## config.mk

```make
export PLATFORM = sky130hd
export DESIGN_NAME = gray_rx_decoder_flat
export DESIGN_NICKNAME = d
export VERILOG_FILES = /design/src/rtl/gray_rx_if.sv /design/src/rtl/gray_rx_decoder.sv /design/src/flat_wrapper.sv
export SDC_FILE = /design/constraint.sdc
export NUM_CORES = 1
export LEC_CHECK = 0
export CORE_ASPECT_RATIO = 0.75
export CORE_UTILIZATION = 46
export DETAILED_ROUTE_END_ITERATION = 16
export HOLD_SLACK_MARGIN = 0.02
export MAX_ROUTING_LAYER = met4
export PLACE_DENSITY = 0.73
export SETUP_SLACK_MARGIN = 0.3
export SYNTH_ARGS = -nofsm -noshare
export SYNTH_HDL_FRONTEND = slang
export SYNTH_SLANG_ARGS = --single-unit
export TNS_END_PERCENT = 10
```

## constraint.sdc

```tcl
create_clock -name clk -period 1.8 [get_ports clk]
set_clock_uncertainty 0.05 [all_clocks]
set_input_delay 0.36 -clock clk [delete_from_list [all_inputs] [get_ports clk]]
set_output_delay 0.36 -clock clk [all_outputs]
set_load 0.1 [all_outputs]
```

## src/rtl/gray_rx_if.sv

```systemverilog
// gray_rx_if: Gray word in, decoded value and step events out.
// master drives gray_in/clear; slave is the decoder.
interface gray_rx_if #(
  parameter int WIDTH = 4
);
  logic [WIDTH-1:0] gray_in;
  logic             clear;
  logic [WIDTH-1:0] bin_out;
  logic             bin_valid;
  logic             step_up;
  logic             step_dn;
  logic             err;

  modport master (
    output gray_in, clear,
    input  bin_out, bin_valid,
    input  step_up, step_dn, err
  );

  modport slave (
    input  gray_in, clear,
    output bin_out, bin_valid,
    output step_up, step_dn, err
  );
endinterface

```

## src/rtl/gray_rx_decoder.sv

```systemverilog
// gray_rx_decoder: resync, decode and classify Gray word steps.
// Define GRAY_RX_CHECK_EN to build the illegal-jump checker.
module gray_rx_decoder #(
  parameter int WIDTH       = 4,
  parameter int SYNC_STAGES = 2
) (
  input logic      clk,
  input logic      rst_n,
  gray_rx_if.slave bus
);
  localparam int CW = $clog2(SYNC_STAGES + 1);
  localparam logic [CW-1:0] FILL_DONE = CW'(SYNC_STAGES);
  localparam logic [CW-1:0] FILL_ONE = CW'(1);
  localparam logic [WIDTH-1:0] ONE = WIDTH'(1);

  typedef enum logic [1:0] {
    INIT,
    TRACK,
    ERROR
  } state_t;

  state_t           state;
  logic [WIDTH-1:0] sync_q [SYNC_STAGES];
  logic [WIDTH-1:0] g_s;
  logic [WIDTH-1:0] cur_bin;
  logic [WIDTH-1:0] prev_gray;
  logic [WIDTH-1:0] bin_q;
  logic [CW-1:0]    fill_cnt;
  logic             valid_q;
  logic             up_q;
  logic             dn_q;
  logic             moved;
  logic             up_hit;
  logic             dn_hit;
`ifdef GRAY_RX_CHECK_EN
  logic             err_q;
`endif

  function automatic logic [WIDTH-1:0] decode(
    input logic [WIDTH-1:0] g
  );
    logic [WIDTH-1:0] b;
    b = '0;
    b[WIDTH-1] = g[WIDTH-1];
    for (int i = WIDTH - 2; i >= 0; i--) begin
      b[i] = b[i+1] ^ g[i];
    end
    return b;
  endfunction

  assign g_s     = sync_q[SYNC_STAGES-1];
  assign cur_bin = decode(g_s);
  assign moved   = (g_s != prev_gray);
  assign up_hit  = (cur_bin == bin_q + ONE);
  assign dn_hit  = (cur_bin == bin_q - ONE);

  // clear leaves the synchroniser running so refill starts clean
  always_ff @(posedge clk or negedge rst_n) begin
    if (!rst_n) begin
      for (int i = 0; i < SYNC_STAGES; i++) begin
        sync_q[i] <= '0;
      end
    end else begin
      sync_q[0] <= bus.gray_in;
      for (int i = 1; i < SYNC_STAGES; i++) begin
        sync_q[i] <= sync_q[i-1];
      end
    end
  end

  always_ff @(posedge clk or negedge rst_n) begin
    if (!rst_n) begin
      state     <= INIT;
      fill_cnt  <= '0;
      prev_gray <= '0;
      bin_q     <= '0;
      valid_q   <= 1'b0;
      up_q      <= 1'b0;
      dn_q      <= 1'b0;
`ifdef GRAY_RX_CHECK_EN
      err_q     <= 1'b0;
`endif
    end else begin
      up_q <= 1'b0;
      dn_q <= 1'b0;
      if (bus.clear) begin
        state    <= INIT;
        fill_cnt <= '0;
        valid_q  <= 1'b0;
`ifdef GRAY_RX_CHECK_EN
        err_q    <= 1'b0;
`endif
      end else begin
        case (state)
          INIT: begin
            if (fill_cnt == FILL_DONE) begin
              prev_gray <= g_s;
              bin_q     <= cur_bin;
              valid_q   <= 1'b1;
              state     <= TRACK;
            end else begin
              fill_cnt <= fill_cnt + FILL_ONE;
            end
          end
          TRACK: begin
            if (moved) begin
`ifdef GRAY_RX_CHECK_EN
              if (up_hit || dn_hit) begin
                prev_gray <= g_s;
                bin_q     <= cur_bin;
                up_q      <= up_hit;
                dn_q      <= dn_hit && !up_hit;
              end else begin
                state   <= ERROR;
                valid_q <= 1'b0;
                err_q   <= 1'b1;
              end
`else
              prev_gray <= g_s;
              bin_q     <= cur_bin;
              up_q      <= up_hit;
              dn_q      <= dn_hit && !up_hit;
`endif
            end
          end
          default: ;
        endcase
      end
    end
  end

  assign bus.bin_out   = bin_q;
  assign bus.bin_valid = valid_q;
  assign bus.step_up   = up_q;
  assign bus.step_dn   = dn_q;
`ifdef GRAY_RX_CHECK_EN
  assign bus.err       = err_q;
`else
  assign bus.err       = 1'b0;
`endif
endmodule

```

## src/flat_wrapper.sv

```systemverilog
// flat-port wrapper written by rule: the top's interface ports become plain ports
module gray_rx_decoder_flat 
#(
  parameter int WIDTH       = 4,
  parameter int SYNC_STAGES = 2
)
  (clk, rst_n, bus_gray_in, bus_clear, bus_bin_out, bus_bin_valid, bus_step_up, bus_step_dn, bus_err);
  gray_rx_if #(.WIDTH(WIDTH)) bus_i ();
  input logic clk;
  input logic rst_n;
  input wire logic [$bits(bus_i.gray_in)-1:0] bus_gray_in;
  input wire logic [$bits(bus_i.clear)-1:0] bus_clear;
  output wire logic [$bits(bus_i.bin_out)-1:0] bus_bin_out;
  output wire logic [$bits(bus_i.bin_valid)-1:0] bus_bin_valid;
  output wire logic [$bits(bus_i.step_up)-1:0] bus_step_up;
  output wire logic [$bits(bus_i.step_dn)-1:0] bus_step_dn;
  output wire logic [$bits(bus_i.err)-1:0] bus_err;
  assign bus_i.gray_in = bus_gray_in;
  assign bus_i.clear = bus_clear;
  assign bus_bin_out = bus_i.bin_out;
  assign bus_bin_valid = bus_i.bin_valid;
  assign bus_step_up = bus_i.step_up;
  assign bus_step_dn = bus_i.step_dn;
  assign bus_err = bus_i.err;
  gray_rx_decoder #(.WIDTH(WIDTH), .SYNC_STAGES(SYNC_STAGES)) u_core (.clk(clk), .rst_n(rst_n), .bus(bus_i));
endmodule
```

# Word-level counts from Yosys, hierarchy flattened
# Cells that the tools add are included.
# Widths: inputs -> output; s select.
# word_totals
ff_bits	23
word_cells	54
# classes
n_bitwise	4
add_sub_neg	3
n_eq_ne	8
n_mux	21
reduce_logical	9
# op_table
op	n
$mux 4	4
$pmux 4 s2	2
$mux 2	6
$mux 1	9
$eq 4x4->1	2
$reduce_bool 2->1	3
$add 4x1->4 const B	1
$ne 2x1->1 const B	2
$ne 4x4->1	1
$reduce_and 2->1	2
$reduce_and 4->1	1
$sub 4x1->4 const B	1
$xor 1x1->1	3
$add 2x1->2 const B	1
$eq 2x1->1 const B	1
$eq 2x2->1 const B	1
$logic_not 2->1	1
$ne 2x2->1 const B	1
$logic_and 1x1->1	1
$logic_not 1->1	1
$not 1->1	1

# Depth between registers and ports, before layout
# Gate-level depths: netlist of the first run.
# depth
word_depth	9
mapped_depth	8
depth_no_buf	7

# Least setup slack after synthesis of the first run
# Ideal clock, no wire load.
# synth_path
path_type	register -> register
startpoint	register u_core.state[0]
endpoint	register u_core.bin_q[2] (netlist: u_core.bus.bin_out[2])
setup_ns	0.126
path_slack_ns	-0.458
t_required_ns	1.624
n_path_buf	1
path_stages_with_launch	6
t_arrival_ns	2.082
synth_period_minus_slack_ns	2.258
path_cell_list	dfrtp_1 > nor2_1 > or2_0 > clkbuf_1 > a21oi_1 > mux2_2
# synth_via
elab_chain_len	3
elab_cells_between_ends	7
# synth_lines
item	line_no	rtl
start: declaration	gray_rx_decoder.sv:22	state_t state;
start signal: assignment	gray_rx_decoder.sv:73	state <= INIT;
start signal: assignment	gray_rx_decoder.sv:87	state <= INIT;
start signal: assignment	gray_rx_decoder.sv:100	state <= TRACK;
$eq 2x1->1 / $logic_not 2->1 (equally long branches)	gray_rx_decoder.sv:94	case (state)
$ne 2x1->1 (no source line) / $reduce_bool 2->1 (equally long branches)	-	
$reduce_and 4->1 (no source line)	-	
end signal: assignment	gray_rx_decoder.sv:98	bin_q <= cur_bin;
end signal: assignment	gray_rx_decoder.sv:120	bin_q <= cur_bin;
end: declaration	gray_rx_decoder.sv:27	logic [WIDTH-1:0] bin_q;
# Several ways; a longest one is shown, not always the timed one.
# A chain may end at the register's enable or synchronous reset.

# Final worst setup path of the first run
# layout_path
startpoint	register u_core.prev_gray[3]
endpoint	register u_core.dn_q (netlist: u_core.bus.step_dn)
# layout_via
elab_chain_len	4
# layout_lines
item	line_no	rtl
start: declaration	gray_rx_decoder.sv:26	logic [WIDTH-1:0] prev_gray;
start signal: assignment	gray_rx_decoder.sv:97	prev_gray <= g_s;
start signal: assignment	gray_rx_decoder.sv:119	prev_gray <= g_s;
$ne 4x4->1	gray_rx_decoder.sv:53	assign moved = (g_s != prev_gray);
$mux 1	gray_rx_decoder.sv:106	if (moved) begin
$mux 1	gray_rx_decoder.sv:94	
$mux 1	gray_rx_decoder.sv:86	if (bus.clear) begin
end signal: assignment	gray_rx_decoder.sv:122	dn_q <= dn_hit && !up_hit;
end: declaration	gray_rx_decoder.sv:31	logic dn_q;
# Every way passes these cells.

==> flow_summary.toml, run 1 <==
[global_routing]
grt_pass1_wl_um = 2380
top_usage_layer = "met2"
met3_usage = 0.0667
antenna_found_initial = 0
grt_max_degree = 21
met1_usage = 0.189
grt_pass1_vias = 570
grt_use_met2 = 0.302
overflow = 0
grt_util_all_layers = 0.175

[power_and_ir_drop]
swShare = 0.460
power.internal_w = 0.00126
p_per_area_nw_per_um2 = 1780
ir_drop_uv = 1140
pwr-share-comb = 0.570
pwr-share-seq = 0.324
pwr-share-clk = 0.105
total_leakage_power_nw = 0.588
p_sw_w = 0.00108

[worst_setup_path]
end_kind = "flip-flop"
reg2reg_slack_ns = 0.17
cp_data_required_time_ns = 1.96
worstReg2RegStart = "u_core.prev_gray[3]"
critPathLaunchType = "flip-flop"
crit_path_start = "u_core.prev_gray[3]"
crit_type = "flip-flop to flip-flop"
r2r_end = "u_core.bus.step_dn"
cp.arrival_ns = 1.79
r2r_cells = 5
worstPathMaxFanout = 3

[routing]
ant_nets = 0
post_drt_via_cell_ratio = 5.11
totalWireLength_um = 1610
dr.pass1.iters = 4
via_count = 618
wl_per_cell_um = 13.3
remaining_drc_errors = 0
initialDrtViolationCount = 8

[yosys]
synth.avg_cell_area_um2 = 11.6
ys_seq_area_frac = 0.538
syn-num-nets = 90
syn_inst = 80
ys_ff_latch = 20
yosysWarnings = 0
yosys.cell_types.count = 27
syn_area_um2 = 931

[layout]
nFillCells = 123
insertedDiodeCount = 0
fin_cells = 121
drive_gt1_frac = 0.384
post-route-util = 0.724
syn_to_final_growth_pct = 41.7
final_area_um2 = 1320
nNetsFinal = 110

[place]
dp_worst_setup_slack_ns = 0.0668
hpwl_um = 1180
dp.cells = 116
placed_area_um2 = 1230
gp_congestion = 0.724
io_buffers = 13

[cts]
cts.path.max_buffers = 2
cts-buffers-inserted = 3
cts.sinks = 20
path_clk_slew_ns = 0.10
cts_tree = "yes"
cts.htree.levels = 1
cts_root_buf = "clkbuf_4"
clk_latency_ns = 0.30

[floorplanning]
die_area_um2 = 2210
die_y_um = 41.0
ios = 15
start_util = 0.511
die_w_um = 53.9
core_area_um2 = 1820
rows = 13

[outcome]
outcome = "complete, no violations"

[sta]
hold_viol = 0
finalSetupViolations = 0
slew_viol_final = 0
grt_setup_unrepaired = "true"
finalCritPeriodShare = 0.908
fin_ws_ns = 0.165
period_needed_ns = 1.63
fmax_mhz = 612
fin_setup_tns_ns = 0

[min_path]
min_to = "u_core.g_s[1]"
hp-start = "u_core.sync_q[5]"
hp-class = "flip-flop to flip-flop"
hold_depth = 0

[run]
drv_cap = 0
[power by group through the flow]
stage	registers [W]	clock network [W]	logic, W
after global routing	0.000770	0.000273	0.00142
after floorplan	0.00101	0	0.000618
after CTS	0.000744	0.000256	0.00128
after detailed placement	0.000749	0	0.00127
after global placement	0.000745	0	0.00125
final	0.000759	0.000247	0.00134
[layer usage]
metal  share of wire  vias to the layer above
met1            0.45                      298
li1                -                      298
met5               0                        -
met4           0.014                        0
met3           0.044                        5
met2            0.49                       17
[layout by cell type, fill, tap and decap left out]
cell type / n
nor2_1: 1
xnor3_2: 1
clkbuf_4: 3
or3_4: 1
o211ai_1: 1
nor2_4: 1
buf_4: 6
or3_1: 1
mux2i_1: 2
ha_4: 2
xor2_1: 7
conb_1: 1
xnor3_1: 1
inv_2: 3
a211o_1: 1
clkbuf_8: 1
xnor2_2: 1
nand2_1: 12
dfrtp_4: 3
o21ai_0: 2
clkdlybuf4s50_1: 6
nor3_1: 1
a21oi_1: 2
inv_1: 1
a211oi_2: 1
buf_12: 7
xor2_2: 2
xnor2_1: 2
a21oi_4: 1
a211oi_1: 1
nor4_4: 1
dfrtp_2: 3
ha_1: 1
mux2_4: 1
dfrtp_1: 14
nand3_1: 2
or2_1: 1
nand4bb_1: 1
[cell usage after synthesis]
cell,number,share of area
o21ai_0,2,0.011
mux2_2,1,0.012
a211oi_1,2,0.016
xnor3_2,1,0.026
inv_1,4,0.016
mux2i_1,2,0.022
ha_1,3,0.040
nand4bb_1,1,0.012
nand3_1,2,0.011
xnor2_1,3,0.028
a211o_1,1,0.0094
conb_1,1,0.0040
or3_2,1,0.0081
xnor3_1,1,0.024
nor3_1,1,0.0054
dfrtp_1,20,0.54
clkbuf_1,1,0.0040
buf_6,1,0.012
nor4_1,1,0.0067
xor2_1,9,0.085
o211ai_1,1,0.0081
nor2_1,2,0.0081
nand2_1,12,0.048
buf_4,2,0.016
or3_1,1,0.0067
or2_0,1,0.0067
a21oi_1,3,0.016
[area by class of cell]
| cell class | count | area [um2] | share of cell area |
|---|---|---|---|
| clock buffer | 4 | 36.3 | 0.0275 |
| sequential | 20 | 515 | 0.391 |
| multi-input combinational | 52 | 479 | 0.363 |
| timing repair buffer | 19 | 245 | 0.186 |
| inverter | 4 | 15.0 | 0.0114 |
| tap | 22 | 27.5 | 0.0209 |
[metrics by stage]
step           total power [W]  hold slack (ns)
2_1_floorplan          0.00163           0.0144
6_report               0.00234            0.306
3_5_place_dp           0.00202            0.286
5_1_grt                0.00246            0.312
4_1_cts                0.00228            0.310
3_3_place_gp           0.00199            0.282
[logic make-up after synthesis]
kind of cell    count (synthesis)  synth area share
mux                             3            0.0336
fa+ha+maj                       3            0.0403
xor+xnor                       14             0.163
buf+inv                         8            0.0484
flops                          20             0.538
compound gates                  9            0.0605
simple gates                   22             0.113
other cells                     1           0.00403
[critical path, stage by stage, from the launching register on]
cell,delay [ns]
dfrtp_1,0.42
buf_4,0.17
xnor2_2,0.23
o21ai_0,0.15
a211o_1,0.31
a211oi_1,0.21
[state kept, by name, summed over array words and instances (netlist names)]
signal,count
u_core.prev_gray,4
u_core.state,1
u_core.sync_q,4
u_core.bus.step_up,1
u_core.fill_cnt,2
u_core.g_s,4
u_core.bus.step_dn,1
u_core.bus.bin_out,3
[worst max path at each step]
stage	end	slack, ns	cells after the start
2_1_floorplan	u_core.bus.bin_out[2]	0.13	5
3_3_place_gp	u_core.bus.bin_out[2]	0.07	4
3_5_place_dp	u_core.bus.bin_out[2]	0.07	4
4_1_cts	u_core.bus.bin_out[2]	0.16	4
5_1_grt	u_core.bus.step_dn	0.14	5
6_report	u_core.bus.step_dn	0.17	5
[what timing repair did]
action | CTS | global route
setup endpoints to repair | 9 | 9
setup buffers | 0 | 1
resized for setup | 2 | 9
pin swaps | 2 | 2
hold buffers | 0 | 0
Note: power is estimated with default switching activity, not from simulation.
==> run 2: changes to the inputs <==
--- a/config.mk
+++ b/config.mk
@@ -8,6 +8,7 @@
 export CORE_ASPECT_RATIO = 0.75
 export CORE_UTILIZATION = 46
 export DETAILED_ROUTE_END_ITERATION = 16
+export GPL_ROUTABILITY_DRIVEN = 0
 export HOLD_SLACK_MARGIN = 0.02
 export MAX_ROUTING_LAYER = met4
 export PLACE_DENSITY = 0.73
==> results of run 2 <==
Same layout as run 1: the final DEF is identical, and so are final timing and power.
==> run 3: changes to the inputs <==
--- a/config.mk
+++ b/config.mk
@@ -5,8 +5,10 @@
 export SDC_FILE = /design/constraint.sdc
 export NUM_CORES = 1
 export LEC_CHECK = 0
+export CAP_MARGIN = 20
 export CORE_ASPECT_RATIO = 0.75
 export CORE_UTILIZATION = 46
+export CTS_CLUSTER_SIZE = 20
 export DETAILED_ROUTE_END_ITERATION = 16
 export GPL_ROUTABILITY_DRIVEN = 0
 export HOLD_SLACK_MARGIN = 0.02
==> results of run 3 <==
Same layout as run 1: the final DEF is identical, and so are final timing and power.
